### src/rtl/instr_fetch_unit_pkg.sv
// Shared definitions for the instruction fetch unit and the 16-bit processor it feeds.
package fetch_pkg;

  localparam int DATA_W          = 16;
  localparam int DEFAULT_TIMEOUT = 16;

  typedef enum logic [2:0] {
    IDLE  = 3'd0,
    FETCH = 3'd1,
    LOAD  = 3'd2,
    ISSUE = 3'd3,
    WAIT  = 3'd4,
    HALT  = 3'd5
  } fetch_state_e;

endpackage

### src/rtl/instr_fetch_unit_if.sv
// Bundles the control, ROM and processor-handshake signals of the fetch unit.
interface instr_fetch_unit_if import fetch_pkg::*; #(
  parameter int ADDR_W = 8,
  parameter int DATA_W = fetch_pkg::DATA_W
);

  logic              Start;
  logic [ADDR_W:0]   ProgLen;
  logic [ADDR_W-1:0] ADDR;
  logic [DATA_W-1:0] MemData;
  logic [DATA_W-1:0] DIN;
  logic              Run;
  logic              Done;
  logic              Busy;
  logic              Halted;
  logic              Error;
  logic [ADDR_W:0]   InstrCount;

  modport master (
    input  Start, ProgLen, MemData, Done,
    output ADDR, DIN, Run, Busy, Halted, Error, InstrCount
  );

  modport slave (
    output Start, ProgLen, MemData, Done,
    input  ADDR, DIN, Run, Busy, Halted, Error, InstrCount
  );

endinterface

### src/rtl/instr_fetch_unit_watchdog.sv
// Cycle counter that flags when the processor has taken too long to answer a Run.
module fetch_watchdog import fetch_pkg::*; #(
  parameter int TIMEOUT = DEFAULT_TIMEOUT
) (
  input  logic Clock,
  input  logic Resetn,
  input  logic i_clear,
  input  logic i_enable,
  output logic o_expired
);

  localparam int              CW    = $clog2(TIMEOUT + 1);
  localparam logic [CW-1:0]   LIMIT = CW'(TIMEOUT - 1);

  logic [CW-1:0] r_count;

  // The ISSUE cycle counts as the first elapsed cycle, so expiry lands TIMEOUT cycles after Run.
  always_ff @(posedge Clock or negedge Resetn) begin
    if (!Resetn) begin
      r_count <= '0;
    end else if (i_clear) begin
      r_count <= CW'(1);
    end else if (i_enable) begin
      r_count <= r_count + 1'b1;
    end
  end

  assign o_expired = i_enable && (r_count >= LIMIT);

endmodule

### src/rtl/instr_fetch_unit.sv
// Streams a program from a synchronous ROM into the processor, one Run/Done handshake per word.
module instr_fetch_unit import fetch_pkg::*; #(
  parameter int ADDR_W  = 8,
  parameter int DATA_W  = fetch_pkg::DATA_W,
  parameter int TIMEOUT = DEFAULT_TIMEOUT
) (
  input logic Clock,
  input logic Resetn,
  instr_fetch_unit_if.master bus
);

  fetch_state_e      r_state;
  fetch_state_e      w_nextState;
  logic [ADDR_W-1:0] r_pc;
  logic [DATA_W-1:0] r_din;
  logic [ADDR_W:0]   r_instrCount;
  logic [ADDR_W:0]   r_progLen;
  logic              r_error;
  logic [ADDR_W:0]   w_countInc;
  logic              w_wdClear;
  logic              w_wdEnable;
  logic              w_expired;

  assign w_countInc = r_instrCount + 1'b1;

  fetch_watchdog #(.TIMEOUT(TIMEOUT)) u_watchdog (
    .Clock     (Clock),
    .Resetn    (Resetn),
    .i_clear   (w_wdClear),
    .i_enable  (w_wdEnable),
    .o_expired (w_expired)
  );

  always_ff @(posedge Clock or negedge Resetn) begin
    if (!Resetn) r_state <= IDLE;
    else         r_state <= w_nextState;
  end

  // Done outranks the watchdog when both land on the same edge.
  always_comb begin
    w_nextState = r_state;
    w_wdClear   = 1'b0;
    w_wdEnable  = 1'b0;
    unique case (r_state)
      IDLE, HALT: begin
        if (bus.Start) w_nextState = (bus.ProgLen == '0) ? HALT : FETCH;
      end
      FETCH: w_nextState = LOAD;
      LOAD:  w_nextState = ISSUE;
      ISSUE: begin
        w_nextState = WAIT;
        w_wdClear   = 1'b1;
      end
      WAIT: begin
        w_wdEnable = 1'b1;
        if (bus.Done)     w_nextState = (w_countInc == r_progLen) ? HALT : FETCH;
        else if (w_expired) w_nextState = HALT;
      end
      default: w_nextState = IDLE;
    endcase
  end

  always_ff @(posedge Clock or negedge Resetn) begin
    if (!Resetn) begin
      r_pc         <= '0;
      r_din        <= '0;
      r_instrCount <= '0;
      r_progLen    <= '0;
      r_error      <= 1'b0;
    end else begin
      case (r_state)
        IDLE, HALT: begin
          if (bus.Start) begin
            r_pc         <= '0;
            r_instrCount <= '0;
            r_error      <= 1'b0;
            r_progLen    <= bus.ProgLen;
          end
        end
        LOAD: r_din <= bus.MemData;
        WAIT: begin
          if (bus.Done) begin
            r_pc         <= r_pc + 1'b1;
            r_instrCount <= w_countInc;
          end else if (w_expired) begin
            r_error <= 1'b1;
          end
        end
        default: ;
      endcase
    end
  end

  assign bus.ADDR       = r_pc;
  assign bus.DIN        = r_din;
  assign bus.Run        = (r_state == ISSUE);
  assign bus.Busy       = r_state inside {FETCH, LOAD, ISSUE, WAIT};
  assign bus.Halted     = (r_state == HALT);
  assign bus.Error      = r_error;
  assign bus.InstrCount = r_instrCount;

endmodule

### src/flat_wrapper.sv
// flat-port wrapper written by rule: the top's interface ports become plain ports
module instr_fetch_unit_flat import fetch_pkg::*;
#(
  parameter int ADDR_W  = 8,
  parameter int DATA_W  = fetch_pkg::DATA_W,
  parameter int TIMEOUT = DEFAULT_TIMEOUT
)
  (Clock, Resetn, bus_Start, bus_ProgLen, bus_MemData, bus_Done, bus_ADDR, bus_DIN, bus_Run, bus_Busy, bus_Halted, bus_Error, bus_InstrCount);
  instr_fetch_unit_if #(.ADDR_W(ADDR_W), .DATA_W(DATA_W)) bus_i ();
  input logic Clock;
  input logic Resetn;
  input wire logic [$bits(bus_i.Start)-1:0] bus_Start;
  input wire logic [$bits(bus_i.ProgLen)-1:0] bus_ProgLen;
  input wire logic [$bits(bus_i.MemData)-1:0] bus_MemData;
  input wire logic [$bits(bus_i.Done)-1:0] bus_Done;
  output wire logic [$bits(bus_i.ADDR)-1:0] bus_ADDR;
  output wire logic [$bits(bus_i.DIN)-1:0] bus_DIN;
  output wire logic [$bits(bus_i.Run)-1:0] bus_Run;
  output wire logic [$bits(bus_i.Busy)-1:0] bus_Busy;
  output wire logic [$bits(bus_i.Halted)-1:0] bus_Halted;
  output wire logic [$bits(bus_i.Error)-1:0] bus_Error;
  output wire logic [$bits(bus_i.InstrCount)-1:0] bus_InstrCount;
  assign bus_i.Start = bus_Start;
  assign bus_i.ProgLen = bus_ProgLen;
  assign bus_i.MemData = bus_MemData;
  assign bus_i.Done = bus_Done;
  assign bus_ADDR = bus_i.ADDR;
  assign bus_DIN = bus_i.DIN;
  assign bus_Run = bus_i.Run;
  assign bus_Busy = bus_i.Busy;
  assign bus_Halted = bus_i.Halted;
  assign bus_Error = bus_i.Error;
  assign bus_InstrCount = bus_i.InstrCount;
  instr_fetch_unit #(.ADDR_W(ADDR_W), .DATA_W(DATA_W), .TIMEOUT(TIMEOUT)) u_core (.Clock(Clock), .Resetn(Resetn), .bus(bus_i));
endmodule
### config.mk
export PLATFORM = sky130hd
export DESIGN_NAME = instr_fetch_unit_flat
export DESIGN_NICKNAME = d
export VERILOG_FILES = /design/src/rtl/instr_fetch_unit_pkg.sv /design/src/rtl/instr_fetch_unit_if.sv /design/src/rtl/instr_fetch_unit_watchdog.sv /design/src/rtl/instr_fetch_unit.sv /design/src/flat_wrapper.sv
export SDC_FILE = /design/constraint.sdc
export NUM_CORES = 1
export LEC_CHECK = 0
export ABC_AREA = 1
export BUFFER_PORTS_ARGS = -buffer_cell sky130_fd_sc_hd__clkbuf_2
export CAP_MARGIN = 0
export CORE_ASPECT_RATIO = 1.1
export CORE_MARGIN = 1
export CORE_UTILIZATION = 38
export CTS_CLUSTER_SIZE = 28
export DETAILED_ROUTE_END_ITERATION = 8
export PLACE_DENSITY_LB_ADDON = 0.3
export SYNTH_ARGS = -nofsm -noshare
export SYNTH_HDL_FRONTEND = slang
export SYNTH_SLANG_ARGS = --single-unit
### constraint.sdc
create_clock -name Clock -period 2.4 [get_ports Clock]
set_clock_uncertainty 0.2 [all_clocks]
set_input_delay 0.48 -clock Clock [delete_from_list [all_inputs] [get_ports Clock]]
set_output_delay 0.48 -clock Clock [all_outputs]
set_load 0.02 [all_outputs]
==> impl_metrics.tcl <==
set metrics [dict create \
    post-route-period-util_pct 95.3 \
    syn_nets 333 \
    die_h_um 89.4 \
    required_ns 1.72 \
    n_antenna_cell 0 \
    drive_gt1_share_pct 30.6 \
    r2r-start "u_core.r_state[1]" \
    grt_max_degree 52 \
    clock-sinks 51 \
    ff2ff_setup_slack_ns 0.42 \
    setup_viol 0 \
    ys_warn_count 0 \
    rr_worst_depth 9 \
    fill_cells 642 \
    place_congestion 0.763 \
    avgRoutedWirePerCell_um 12.4 \
    insertion_delay_ns 0.31 \
    syn_area_um2 2640 \
    synth.top_cell.area_share_pct 48.3 \
    cts-root-buf "clkbuf_8" \
    areaGrowthSynthToFinish_pct 21.2 \
    min_period_ns 2.29 \
    tightestPinTransition_ns 0.365 \
    cts_made_buffers 5 \
    pre_cts_ws_ns 0.371 \
    ys_types 34 \
    clkTransAtPathRegs_ns 0.10 \
    grt_pass1_wl_mm 9.43 \
    die_width_um 81.5 \
    report.final.slew_viol_count 0 \
    firstDrtPassIters 5 \
    ios 66 \
    crit_type "flop to output pin" \
    post-dp-hpwl_mm 4.12 \
    max_clock_freq_mhz 437 \
    htreeDepth 2 \
    drc_errors 0 \
    routed_wl_mm 5.63 \
    vias 2243 \
    cts_buffer_depth 2 \
    hold_class "input pin to flop" \
    start_util_pct 39.8 \
    startpoint_type "flop" \
    synth_top_cell_by_area "dfrtp_1" \
    maxCapViolCount 0 \
    grt_usage_pct 16.9 \
    synth_area_per_cell_um2 8.80 \
    io_buffers 65 \
    antenna_found_initial 0 \
    grt_pass1_vias 2101 \
    reg2reg_to "u_core.bus.ADDR[5]" \
    ys_seq_area_share_pct 48.3 \
    synth_area_leaders "dfrtp_1 48%, nand2_1 10%, mux2_2 6.8%" \
    startpoint "u_core.r_state[1]" \
    crit_fanout 9 \
    drt-initial-drc-count 113 \
    row_count 31 \
    via_per_inst 4.94 \
    crit_path_end_kind "output pin" \
    irDropWorstVdd_v 0.000627 \
    final_cell_mix "71 x nand2_1, 64 x clkbuf_2, 49 x dfrtp_1" \
    powerDensity_nw_per_um2 1130 \
    outcome "complete, no violations" \
    nets 404 \
    cts_tree "yes" \
    synth_seq_cells 51 \
    arrival_ns 1.61 \
    relSlewSlack_pct 75.6 \
    syn_inst 300 \
    critPathCapture "bus_Busy" \
    p_leak_nw 1.65 \
    finalHoldViolations 0 \
    ant_nets 0 \
    core_um2 6630 \
    mostFrequentLayoutCell "nand2_1" \
    setup_ws_ns 0.114 \
    gr-total-overflow 0 \
    holdWs_ns 0.182 \
    die_area_um2 7290 \
]
state kept, by name, indices dropped and copies added, names as in the netlist:
signal / flops
u_core.bus.DIN: 16
u_core.r_state: 3
u_core.r_progLen: 9
u_core.u_watchdog.r_count: 5
u_core.bus.ADDR: 8
u_core.bus.Error: 1
u_core.bus.InstrCount: 9
repair_timing:
action	CTS	global route
buffers inserted	0	3
pin swaps	0	1
hold endpoints to repair	51	0
gates resized for setup	1	3
cloned	0	0
hold buffers	1	0
setup endpoints to repair	1	1
report_power, final:
part / switching, W / leakage [nW] / internal (W)
clock network: 0.000301 / 0.0581 / 0.000311
registers: 0.000245 / 0.646 / 0.00117
logic: 0.000953 / 0.950 / 0.000627
worst max-delay path, stage by stage (launching register included):
cell	delay (ns)
dfrtp_1	0.40
inv_1	0.13
nand2_4	0.08
nor2_4	0.18
inv_4	0.10
nand2_1	0.11
inv_1	0.06
o21ai_0	0.07
buf_4	0.17
how the worst min path moves through the flow:
stage | start | endpoint | slack (ns) | cells past startpoint
2_1_floorplan | Resetn | u_core.bus.ADDR[0] | -0.02 | 0
3_3_place_gp | u_core.r_progLen[3] | u_core.r_progLen[3] | 0.28 | 2
3_5_place_dp | u_core.r_progLen[3] | u_core.r_progLen[3] | 0.28 | 2
4_1_cts | bus_ProgLen[6] | u_core.r_progLen[6] | 0.17 | 3
5_1_grt | bus_MemData[8] | u_core.bus.DIN[8] | 0.20 | 2
6_report | bus_ProgLen[6] | u_core.r_progLen[6] | 0.18 | 3
cell families (layout without fill, tap and decap cells):
group	Yosys count	count (layout)	share of synthesized area (%)
muxes	16	16	6.82
xor gates and xnor gates	5	5	1.66
buffers and inverters	47	119	7.72
and+or+nand+nor	143	143	25.8
DFF	51	51	48.3
adders and majority gates	4	4	1.89
AOI/OAI and AO/OA	34	34	7.82
cell usage after synthesis, drive strengths merged:
master	count
nand2	75
dfrtp	51
inv	40
nor2	30
nand3	24
mux2	16
o21ai	16
a21oi	8
buf	7
nor3	6
nand4	5
ha	4
o22ai	4
xor2	4
o31ai	3
a22o	2
nand3b	2
a22oi	1
and3	1
xnor2	1
final cells by class:
class / instances / area [um2] / share of cell area (%)
clock inverters: 3 / 43.8 / 1.37
inverters: 40 / 158 / 4.93
multi-input cells: 202 / 1160 / 36.3
repair buffers: 71 / 388 / 12.1
flip-flops and latches: 51 / 1280 / 40.0
clock buffers: 5 / 68.8 / 2.15
well taps: 82 / 103 / 3.21
per-layer routing:
metal / global-route usage (%) / vias up / share of wire [%]
met3: 3.98 / 2 / 6.8
met2: 28.0 / 81 / 47
li1: - / 1113 / -
met4: 5.03 / 0 / 0.37
met1: 21.8 / 1047 / 46
met5: 0 / - / 0
metrics by stage:
stage / cells / setup TNS (ns) / utilization (%) / power [W] / cell area [um2]
2_1_floorplan: 300 / 0 / - / 0.00255 / 2640
3_3_place_gp: 442 / 0 / 46.0 / 0.00297 / 3050
3_5_place_dp: 442 / 0 / 46.0 / 0.00300 / 3050
4_1_cts: 451 / 0 / 47.9 / 0.00363 / 3170
5_1_grt: 454 / -0.0389 / 48.3 / 0.00388 / 3200
6_report: 454 / 0 / 48.3 / 0.00361 / 3200
(Power assumes the default switching activity.)
